[src/rtl/sequenciador_pilha.sv]
// Multi-cycle control unit for the stack-machine datapath: fetch/decode, stack and
// operand-register sequencing, jumps, and sticky halt/fault states with depth tracking.
module sequenciador_pilha #(
  parameter  int DATA_W      = 8,
  parameter  int ADDR_W      = 5,
  parameter  int STACK_DEPTH = 8,
  localparam int DEPTH_W     = $clog2(STACK_DEPTH + 1)
) (
  input  logic                clock,
  input  logic                reset,
  output logic [ADDR_W-1:0]   rom_addr,
  input  logic [DATA_W+3:0]   rom_data,
  input  logic [DATA_W-1:0]   pilha_dout,
  output logic                pilha_push,
  output logic                pilha_pop,
  output logic                pilha_sel,
  output logic [DATA_W-1:0]   din_uc,
  output logic                temp1_load,
  output logic                temp2_load,
  output logic [2:0]          ula_op,
  output logic [DEPTH_W-1:0]  profundidade,
  output logic [3:0]          estado_atual,
  output logic                halted,
  output logic                erro
);

  typedef enum logic [3:0] {
    S_FETCH  = 4'd0,
    S_DECODE = 4'd1,
    S_POP_A  = 4'd2,
    S_EXEC   = 4'd3,
    S_HALT   = 4'd4,
    S_ERRO   = 4'd5
  } state_t;

  localparam logic [3:0] OP_NOP  = 4'h0;
  localparam logic [3:0] OP_PUSH = 4'h1;
  localparam logic [3:0] OP_POP  = 4'h2;
  localparam logic [3:0] OP_ADD  = 4'h3;
  localparam logic [3:0] OP_SUB  = 4'h4;
  localparam logic [3:0] OP_AND  = 4'h5;
  localparam logic [3:0] OP_OR   = 4'h6;
  localparam logic [3:0] OP_NOT  = 4'h7;
  localparam logic [3:0] OP_JMP  = 4'h8;
  localparam logic [3:0] OP_JZ   = 4'h9;
  localparam logic [3:0] OP_HALT = 4'hF;

  localparam logic [DEPTH_W-1:0] DEPTH_FULL = DEPTH_W'(STACK_DEPTH);

  state_t              state_q, state_d;
  logic [ADDR_W-1:0]   pc_q, pc_d;
  logic [DATA_W+3:0]   ir_q, ir_d;
  logic [DEPTH_W-1:0]  depth_q, depth_d;

  logic [3:0]          opcode;
  logic [DATA_W-1:0]   operand;
  logic [2:0]          alu_sel;

  assign opcode  = ir_q[DATA_W+3:DATA_W];
  assign operand = ir_q[DATA_W-1:0];
  // ALU opcodes are contiguous from ADD, so the ALU select is a fixed offset
  assign alu_sel = 3'(opcode - OP_ADD);

  always_comb begin
    state_d    = state_q;
    pc_d       = pc_q;
    ir_d       = ir_q;
    pilha_push = 1'b0;
    pilha_pop  = 1'b0;
    pilha_sel  = 1'b0;
    din_uc     = '0;
    temp1_load = 1'b0;
    temp2_load = 1'b0;
    ula_op     = 3'd0;

    case (state_q)
      S_FETCH: begin
        ir_d    = rom_data;
        pc_d    = pc_q + ADDR_W'(1);
        state_d = S_DECODE;
      end
      S_DECODE: begin
        state_d = S_FETCH;
        case (opcode)
          OP_NOP: ;
          OP_PUSH: begin
            if (depth_q == DEPTH_FULL) begin
              state_d = S_ERRO;
            end else begin
              pilha_push = 1'b1;
              din_uc     = operand;
            end
          end
          OP_POP: begin
            if (depth_q == '0) state_d = S_ERRO;
            else               pilha_pop = 1'b1;
          end
          OP_ADD, OP_SUB, OP_AND, OP_OR: begin
            // Top of stack is operand B; the second entry becomes operand A in POP_A
            if (depth_q < DEPTH_W'(2)) begin
              state_d = S_ERRO;
            end else begin
              temp2_load = 1'b1;
              pilha_pop  = 1'b1;
              state_d    = S_POP_A;
            end
          end
          OP_NOT: begin
            if (depth_q == '0) begin
              state_d = S_ERRO;
            end else begin
              temp1_load = 1'b1;
              pilha_pop  = 1'b1;
              state_d    = S_EXEC;
            end
          end
          OP_JMP: pc_d = operand[ADDR_W-1:0];
          OP_JZ: begin
            if (depth_q == '0) begin
              state_d = S_ERRO;
            end else begin
              pilha_pop = 1'b1;
              if (pilha_dout == '0) pc_d = operand[ADDR_W-1:0];
            end
          end
          OP_HALT: state_d = S_HALT;
          default: state_d = S_ERRO;
        endcase
      end
      S_POP_A: begin
        temp1_load = 1'b1;
        pilha_pop  = 1'b1;
        ula_op     = alu_sel;
        state_d    = S_EXEC;
      end
      S_EXEC: begin
        pilha_push = 1'b1;
        pilha_sel  = 1'b1;
        ula_op     = alu_sel;
        state_d    = S_FETCH;
      end
      S_HALT:  state_d = S_HALT;
      S_ERRO:  state_d = S_ERRO;
      default: state_d = S_ERRO;
    endcase
  end

  // Depth follows the stack strobes directly, so it always mirrors the real stack
  always_comb begin
    depth_d = depth_q;
    if (pilha_push)     depth_d = depth_q + DEPTH_W'(1);
    else if (pilha_pop) depth_d = depth_q - DEPTH_W'(1);
  end

  always_ff @(posedge clock) begin
    if (reset) begin
      state_q <= S_FETCH;
      pc_q    <= '0;
      ir_q    <= '0;
      depth_q <= '0;
    end else begin
      state_q <= state_d;
      pc_q    <= pc_d;
      ir_q    <= ir_d;
      depth_q <= depth_d;
    end
  end

  assign rom_addr     = pc_q;
  assign profundidade = depth_q;
  assign estado_atual = state_q;
  assign halted       = (state_q == S_HALT);
  assign erro         = (state_q == S_ERRO);

endmodule
[config.mk]
export PLATFORM = sky130hd
export DESIGN_NAME = sequenciador_pilha
export DESIGN_NICKNAME = d
export VERILOG_FILES = /design/src/rtl/sequenciador_pilha.sv
export SDC_FILE = /design/constraint.sdc
export NUM_CORES = 1
export LEC_CHECK = 0
export CORE_ASPECT_RATIO = 0.7
export CORE_MARGIN = 2
export CORE_UTILIZATION = 49
export DETAILED_ROUTE_END_ITERATION = 8
export PLACE_DENSITY = 0.85
export SETUP_SLACK_MARGIN = 0.1
export SYNTH_ARGS = -nofsm -noshare
export SYNTH_HDL_FRONTEND = slang
export SYNTH_SLANG_ARGS = --single-unit
export TNS_END_PERCENT = 100
[constraint.sdc]
create_clock -name clock -period 8.7 [get_ports clock]
set_input_delay 1.74 -clock clock [delete_from_list [all_inputs] [get_ports clock]]
set_output_delay 1.74 -clock clock [all_outputs]
set_load 0.05 [all_outputs]
==> out/metrics.yaml, run 1 <==
vias: 1512
vdd_drop_max_v: 0.000160
synth.avg_cell_area_um2: 7.96
hold_path_class: "reg2reg"
place.gp.congestion: 0.869
ys_types: 48
syn_inst: 197
cts_max_path_buffers: 2
r2r_slack_ns: 5.47
clock.fmax_mhz: 220
hold_slack_ns: 0.453
fin_crit_ns: 4.55
grt_pass1_wl_um: 6110
synthesis.nets: 227
top_level_ports: 53
slew_headroom: 0.368
numClockSinks: 24
crit_slowest_cell: "clkdlybuf4s50_1"
cp.required_ns: 6.96
num-nets-final: 271
leakage_nw: 0.827
yosysWarnings: 0
area_growth_pct: 36.4
ys_seq_area_frac: 0.306
grt_setup_unrepaired: "false"
async_flop_share: 0
h-tree-depth: 1
drcViolationCount: 0
cts.hold.buffers_added: 0
tritoncts: "yes"
startpoint_type: "register"
worstSetupPathType: "reg2out"
crit_arrival_ns: 2.81
period_share: 0.524
crit_fanout: 17
clockRootBuffer: "clkbuf_8"
drt-total-wl_um: 3720
status: "completed"
cts_setup_buffers: 0
die_area_um2: 3680
wire_per_inst_um: 13.4
die_y_um: 51.3
yosys-top-cells-area: "dfxtp_1, nand2_1, ha_1"
drv_slew: 0
grt_pass1_vias: 1355
cap_violations: 0
grt_overflow_total: 0
finalHoldViolations: 0
die_w_um: 71.6
clk_pin_slew_ns: 0.09
crit_chain: "nor3b_4 -> and4_4 -> nor2_1 -> inv_1 -> clkdlybuf4s50_1"
clock_latency_ns: 0.27
layout-drive-gt1-share: 0.0625
via_per_inst: 5.44
synthTopCellsByCount: "nand2_1, dfxtp_1, a21oi_1, nor2_1, and2_1"
synth-edff-count: 0
ys.flop_type: "dfxtp_1"
numCtsBuffers: 3
max_slew.worst_pin.slew_ns: 0.945
worst_path_largest_cell_delay_ns: 0.79
p_total_mw: 0.701
drt_pass1_iterations: 4
dpl.hpwl_um: 2790
track_usage: 0.213
coreArea_um2: 3110
cts_resized: 0
drt-initial-drc-count: 86
rows: 17
synth_top_area_share: 0.306
grt_max_degree: 29
p_per_area_nw_per_um2: 328
ant_nets: 0
floorplan.initialDensity: 0.505
fin_tns_setup_ns: 0
ys_ff_latch: 24
yosysTopAreaCell: "dfxtp_1"
antenna_found_initial: 0
portBuffers: 51
skew_ns: 0.00335
synth_most_common_cell: "nand2_1"
endpoint_kind: "output port"
synth_area_um2: 1570
setup-violations-final: 0
antennaDiodeCount: 0
-- area by class of cell --
type	count	area, um^2
Clock buffer	3	41.3
Clock inverter	1	30.0
Fill cell	263	967
Inverter	6	22.5
Multi-Input combinational cell	154	998
Sequential cell	24	480
Tap cell	38	47.5
Timing Repair Buffer	52	518
-- final timing paths --
path,from,endpoint,depth (start not counted)
setup / recovery,estado_atual[0]$_SDFF_PP0_,pilha_push,5
hold / removal,ir_q[6]$_SDFFE_PP0P_,ir_q[6]$_SDFFE_PP0P_,2
setup reg to reg,estado_atual[0]$_SDFF_PP0_,profundidade[3]$_SDFFE_PP0P_,9
hold reg to reg,ir_q[6]$_SDFFE_PP0P_,ir_q[6]$_SDFFE_PP0P_,2
-- through the flow --
step	std cells	area, um^2	worst slack (ns)	utilization
6_report	278	2140	4.15	0.689
5_1_grt	278	2140	3.98	0.689
4_1_cts	278	2140	4.14	0.689
3_5_place_dp	274	2070	4.49	0.666
3_3_place_gp	274	2070	4.49	0.666
2_1_floorplan	197	1570	4.25	-
-- power breakdown --
part           switching (mW)  internal, mW  total (mW)  leakage, nW
combinational           0.246         0.162       0.408        0.594
sequential             0.0497         0.145       0.195        0.197
clock                  0.0366        0.0615      0.0981       0.0357
total                   0.332         0.369       0.701        0.827
-- per-layer routing --
layer,vias up,global-route usage,share of wire
li1,764,-,-
met1,678,0.290,0.47
met2,68,0.340,0.42
met3,2,0.0631,0.11
met4,0,0.0346,0.0035
met5,-,0,0
-- worst max-delay path, delay by kind of cell (launching register included) --
| family | cells | cell delay, ns |
|---|---|---|
| AND/OR/NAND/NOR | 3 | 1.16 |
| flip-flops | 1 | 0.52 |
| buffers and inverters | 2 | 0.86 |
-- sequential cells by signal, summed over array words and instances, names as in the netlist --
register      cells
rom_addr          5
ir_q             12
profundidade      4
estado_atual      3
-- cells in the final DEF, fill, tap and decap left out, types with 2 or more instances in the layout --
master / Yosys / routed
clkdlybuf4s50_1: 0 / 51
nand2_1: 29 / 29
dfxtp_1: 24 / 24
a21oi_1: 16 / 16
nor2_1: 13 / 13
and2_1: 11 / 11
o21ai_0: 8 / 8
nand3_1: 8 / 8
nor2b_1: 7 / 7
ha_1: 7 / 7
inv_1: 6 / 6
nand2b_1: 6 / 6
mux2i_1: 5 / 5
nor3_1: 3 / 3
nor4_1: 3 / 3
clkbuf_8: 0 / 3
nor3b_1: 2 / 2
or3_1: 2 / 2
xnor2_1: 2 / 2
mux2_1: 2 / 2
mux2_2: 2 / 2
o21ba_2: 2 / 2
a31oi_1: 2 / 2
xor2_1: 2 / 2
-- cell families after synthesis --
kind of cell / count (synthesis) / synth area share
xor gates and xnor gates: 4 / 0.0224
AOI/OAI and AO/OA: 38 / 0.160
other: 1 / 0.00239
buffers and inverters: 19 / 0.0567
DFF: 24 / 0.306
adders and majority gates: 8 / 0.0686
and+or+nand+nor: 94 / 0.322
muxes: 9 / 0.0607
No activity file was read; power rests on OpenSTA's default activity.
==> run 2, diff against run 1 <==
CORE_UTILIZATION = 45   (was 49)
PLACE_DENSITY = 0.79   (was 0.85)
clock period = 4.69 ns   (was 8.7 ns; I/O delays follow)
==> run 2 against run 1 <==
Against the previous run: clock skew shrank 0.0026 ns; first-iteration DRC count fell by 12%; worst setup slack worse by 3.2 ns; final cell count is 3.2% higher; non-clock buffer count is the same; critical path depth is the same; register-to-register slack worse by 4.1 ns; sequential power up 85%; highest routed layer unchanged; critical endpoint unchanged; count of clock-buffer cells in the layout grew 1.
==> out/metrics.yaml, run 2 (synthesized netlist as in run 1, its figures left out) <==
status: "completed"
area_growth_pct: 36.1
clk_pin_slew_ns: 0.08  # about the same
min_from: "ir_q[5]$_SDFFE_PP0P_"
fin_tns_setup_ns: 0  # unchanged
layout_common_cells: "clkdlybuf4s50_1, nand2_1, dfxtp_1"
antennaDiodeCount: 0  # unchanged
via_per_inst: 5.24  # -3.6%
drt_pass1_iterations: 4  # unchanged
h-tree-depth: 1  # unchanged
crit_fanout: 17  # unchanged
die_area_um2: 3980  # +8.3%
die_y_um: 53.4  # +4.0%
ant_nets: 0  # unchanged
numCtsBuffers: 3  # unchanged
setup-violations-final: 0  # unchanged
largest_reg_flops: 12  # unchanged
fin_util: 0.660  # -0.0287
multi_input_area_um2: 998  # unchanged
startpoint_type: "register"
cp.required_ns: 3.75  # -3.21 ns
place.gp.congestion: 0.847  # -2.6%
track_usage: 0.214  # +0.00104
stdcell_area_um2: 2130  # -0.23%
max_slew.worst_pin.slew_ns: 0.998  # +0.0528 ns
clock.fmax_mhz: 268
cts_resized: 0  # unchanged
p_total_mw: 1.27  # +81%
largest-register: "ir_q"
finalHoldViolations: 0  # unchanged
worstSetupPathType: "reg2out"
grt_pass1_vias: 1345  # -0.74%
cap_violations: 0  # unchanged
grt_overflow_total: 0  # unchanged
endpoint_kind: "output port"
r2r_slack_ns: 1.41  # -4.06 ns
vdd_drop_max_v: 0.000231  # +45%
drt-initial-drc-count: 76  # -12%
min_to: "ir_q[5]$_SDFFE_PP0P_"
whs_path_depth: 2  # unchanged
r2r-end: "profundidade[3]$_SDFFE_PP0P_"
crit_arrival_ns: 2.79  # -0.02 ns
leakage_nw: 0.820  # -0.84%
period_share: 0.796
portBuffers: 51  # unchanged
fin_crit_ns: 3.73
seq_area_um2: 480  # unchanged
hold_path_class: "reg2reg"
top_level_ports: 53  # unchanged
crit_chain: "nor3b_4 -> and4_4 -> nor2_1 -> inv_1 -> clkdlybuf4s50_1"
tritoncts: "yes"
drcViolationCount: 0  # unchanged
path_delay_family: "simple AND/OR/NAND/NOR gates"
cts.hold.buffers_added: 0  # unchanged
dpl.hpwl_um: 3000  # +7.5%
cts_max_path_buffers: 2  # unchanged
coreArea_um2: 3230  # +4.1%
numClockSinks: 24  # unchanged
clock_latency_ns: 0.27  # about the same
grt_setup_unrepaired: "false"
skew_ns: 0.000794  # -0.00256 ns
rows: 17  # unchanged
drv_slew: 0  # unchanged
path_buf_inv: 2  # unchanged
slew_headroom: 0.333  # -0.0353
final_common_cell: "clkdlybuf4s50_1"
floorplan.initialDensity: 0.485  # -0.0199
drt-total-wl_um: 3920  # +5.2%
clockRootBuffer: "clkbuf_8"
reg2reg_depth: 9  # unchanged
placed_area_um2: 2080  # +0.54%
layout-drive-gt1-share: 0.0625  # unchanged
cts_setup_buffers: 0  # unchanged
num-nets-final: 271  # unchanged
wire_per_inst_um: 13.7  # +1.9%
worst_path_largest_cell_delay_ns: 0.79  # about the same
crit_slowest_cell: "clkdlybuf4s50_1"
antenna_found_initial: 0  # unchanged
vias: 1505  # -0.46%
p_per_area_nw_per_um2: 595  # +81%
fillerInstances: 309  # +17%
grt_max_degree: 29  # unchanged
die_w_um: 74.5  # +4.1%
r2r_start: "estado_atual[0]$_SDFF_PP0_"
grt_pass1_wl_um: 6420  # +5.0%
[run 2: changes by cell type in the layout (fill, tap and decap cells not counted)]
cell,delta
bufinv_16,-1
clkbuf_8,+1
[run 2: power breakdown]
part / leakage (nW) / switching (mW) / total, mW / internal [mW]
combinational: 0.594 / 0.463 / 0.766 / 0.303
clock: 0.0288 / 0.0660 / 0.141 / 0.0750
sequential: 0.197 / 0.0924 / 0.361 / 0.269
total: 0.820 / 0.622 / 1.27 / 0.647
[run 2: worst max-delay path by stage]
stage / from / depth (start not counted) / endpoint
after CTS: estado_atual[0]$_SDFF_PP0_ / 5 / pilha_push
after global routing: estado_atual[0]$_SDFF_PP0_ / 5 / pilha_push
after detailed placement: estado_atual[0]$_SDFF_PP0_ / 5 / pilha_push
after global placement: estado_atual[0]$_SDFF_PP0_ / 5 / pilha_push
after floorplan: estado_atual[0]$_SDFF_PP0_ / 4 / temp2_load
final: estado_atual[0]$_SDFF_PP0_ / 5 / pilha_push
[run 2: per-layer routing]
metal  vias to the layer above  GRT usage  share of wire
met5                         -          0              0
met4                         0     0.0625         0.0074
met3                         5     0.0495          0.089
met2                        63      0.317           0.41
met1                       677      0.307           0.50
li1                        760          -              -
[run 2: final cells by class]
type | count | area share
Sequential cell | 24 | 0.225
Multi-Input combinational cell | 154 | 0.468
Clock buffer | 4 | 0.0258
Tap cell | 47 | 0.0276
Inverter | 6 | 0.0106
Timing Repair Buffer | 52 | 0.243
[run 2: metrics by stage]
step / hold slack [ns] / cells / setup slack (ns)
2_1_floorplan: 0.432 / 197 / 1.04
3_3_place_gp: 0.447 / 283 / 1.29
3_5_place_dp: 0.447 / 283 / 1.26
4_1_cts: 0.459 / 287 / 0.966
5_1_grt: 0.478 / 287 / 0.795
6_report: 0.456 / 287 / 0.958
[run 2: worst min-delay path, stage by stage, from the launching register on]
cell and delay (ns):
dfxtp_1 0.31, nand2_1 0.05, a21oi_1 0.05
==> run 3, diff against run 2 <==
CORE_UTILIZATION = 41   (was 45)
PLACE_DENSITY = 0.76   (was 0.79)
clock period = 3.25 ns   (was 4.69 ns; I/O delays follow)
==> run 3 against run 2 <==
Against the previous run: final cell count grew 2.8%; utilization shrank 6.2 points; worst hold slack gained 0.011 ns; worst setup slack lost 0.62 ns; sequential share of layout area shrank 0.22 points; power grew 44%.
==> out/metrics.yaml, run 3 (synthesized netlist as in run 1, its figures left out) <==
hold_slack_ns: 0.466  # +0.0108 ns
vias: 1513  # +0.53%
clock_latency_ns: 0.26  # about the same
track_usage: 0.178  # -0.0363
crit_fanout: 9  # -8
setup.worst_path.end: "profundidade[3]$_SDFFE_PP0P_"
grt_max_degree: 17  # -41%
wl_met1_um: 2030  # +3.8%
worst_slack_ns: 0.336  # -0.622 ns
numCtsBuffers: 3  # unchanged
h-tree-depth: 1  # unchanged
layout_common_cells: "clkdlybuf4s50_1, nand2_1, dfxtp_1"
largest-register: "ir_q"
place.gp.congestion: 0.823  # -2.8%
clockRootBuffer: "clkbuf_8"
leakage_nw: 0.903  # +10%
p_per_area_nw_per_um2: 845  # +42%
worstSetupPathType: "reg2reg"
cap_violations: 0  # unchanged
status: "completed"
fin_tns_setup_ns: 0  # unchanged
numClockSinks: 24  # unchanged
reg2reg_depth: 11  # +2
vdd_drop_max_v: 0.000391  # +69%
endpoint_kind: "register"
top_layer: "met4"
drt_pass1_iterations: 4  # unchanged
layout-drive-gt1-share: 0.127  # +0.0640
clock.fmax_mhz: 343
grt_pass1_vias: 1287  # -4.3%
cp.required_ns: 3.40  # -0.35 ns
hold_path_class: "reg2reg"
setup-violations-final: 0  # unchanged
die_area_um2: 4340  # +9.1%
crit_arrival_ns: 3.07  # +0.28 ns
met3WireLength_um: 340  # -2.6%
drt-total-wl_um: 3870  # -1.1%
antennaDiodeCount: 0  # unchanged
period_share: 0.897
clk_pin_slew_ns: 0.07  # about the same
cp-startpoint: "ir_q[8]$_SDFFE_PP0P_"
portBuffers: 51  # unchanged
p_total_mw: 1.82  # +44%
max_slew.worst_pin.slew_ns: 0.608  # -0.390 ns
drcViolationCount: 0  # unchanged
dp_slack_ns: 0.175  # -1.09 ns
ant_nets: 0  # unchanged
antenna_found_initial: 0  # unchanged
rows: 18  # +1
r2r_slack_ns: 0.34  # -1.07 ns
top_level_ports: 53  # unchanged
route.met2.wl_um: 1500  # -5.7%
cts_max_path_buffers: 2  # unchanged
area_growth_pct: 37.4
finalHoldViolations: 0  # unchanged
grt_setup_unrepaired: "false"
startpoint_type: "register"
r2r-end: "profundidade[3]$_SDFFE_PP0P_"
r2r_start: "ir_q[8]$_SDFFE_PP0P_"
die_y_um: 55.7  # +4.4%
wire_per_inst_um: 13.1  # -3.8%
drt-initial-drc-count: 67  # -12%
fin_crit_ns: 2.91
num-nets-final: 277  # +2.2%
slew_headroom: 0.584  # +0.252
tritoncts: "yes"
die_w_um: 77.9  # +4.5%
largest_reg_flops: 12  # unchanged
coreArea_um2: 3600  # +11%
cts.hold.buffers_added: 0  # unchanged
dpl.hpwl_um: 3040  # +1.3%
grt_overflow_total: 0  # unchanged
floorplan.initialDensity: 0.435  # -0.0498
skew_ns: 0.00367  # +0.00288 ns
drv_slew: 0  # unchanged
final_common_cell: "clkdlybuf4s50_1"
fin_util: 0.598  # -0.0619
via_per_inst: 5.13  # -2.2%
grt_pass1_wl_um: 6190  # -3.6%
cts_setup_buffers: 0  # unchanged
[run 3: cell types whose count changed in the layout (fill, tap and decap cells not counted), sizes merged]
cell	previous run	this run
dlygate4sd2	0	1
dlymetal6s2s	0	2
buf	1	15
clkdlybuf4s50	51	39
[run 3: per-stage QoR]
step           area, um^2  instances
2_1_floorplan        1570        197
3_5_place_dp         2110        292
3_3_place_gp         2110        292
6_report             2150        295
5_1_grt              2150        295
4_1_cts              2150        295
[run 3: per-layer routing]
metal | vias up | track usage
met5 | - | 0
met1 | 668 | 0.283
li1 | 778 | -
met2 | 65 | 0.235
met4 | 0 | 0.0201
met3 | 2 | 0.0552
[run 3: worst max-delay path: stages, from the launching register on]
cell	delay, ns
dfxtp_1	0.40
ha_1	0.25
nor2b_2	0.29
and4_4	0.35
nor2_1	0.08
buf_4	0.16
ha_1	0.19
a21oi_1	0.23
and2_1	0.18
o211ai_1	0.08
a41oi_1	0.24
mux2_2	0.36
[run 3: worst min-delay path by stage]
| stage | to | depth (start not counted) | startpoint | slack (ns) |
|---|---|---|---|---|
| 2_1_floorplan | ir_q[5]$_SDFFE_PP0P_ | 2 | ir_q[5]$_SDFFE_PP0P_ | 0.43 |
| 3_3_place_gp | ir_q[5]$_SDFFE_PP0P_ | 2 | ir_q[5]$_SDFFE_PP0P_ | 0.44 |
| 3_5_place_dp | ir_q[6]$_SDFFE_PP0P_ | 2 | ir_q[6]$_SDFFE_PP0P_ | 0.46 |
| 4_1_cts | ir_q[6]$_SDFFE_PP0P_ | 2 | ir_q[6]$_SDFFE_PP0P_ | 0.47 |
| 5_1_grt | ir_q[6]$_SDFFE_PP0P_ | 2 | ir_q[6]$_SDFFE_PP0P_ | 0.50 |
| 6_report | ir_q[6]$_SDFFE_PP0P_ | 2 | ir_q[6]$_SDFFE_PP0P_ | 0.47 |
[run 3: cell type report]
class	instances	area, um^2
fillers	323	1450
multi-input cells	154	1010
repair buffers	58	542
flip-flops and latches	24	480
well taps	50	62.6
clock buffers	3	41.3
inverters	6	22.5
[run 3: repair_timing]
action                                  in CTS  in global routing
hold endpoints to repair                     0                  0
endpoints found under the setup margin       2                  4
resized for setup                            2                  6
[run 3: where the power goes]
group	internal, mW	switching, mW
combinational	0.461	0.698
sequential	0.388	0.106
clock	0.0827	0.0854
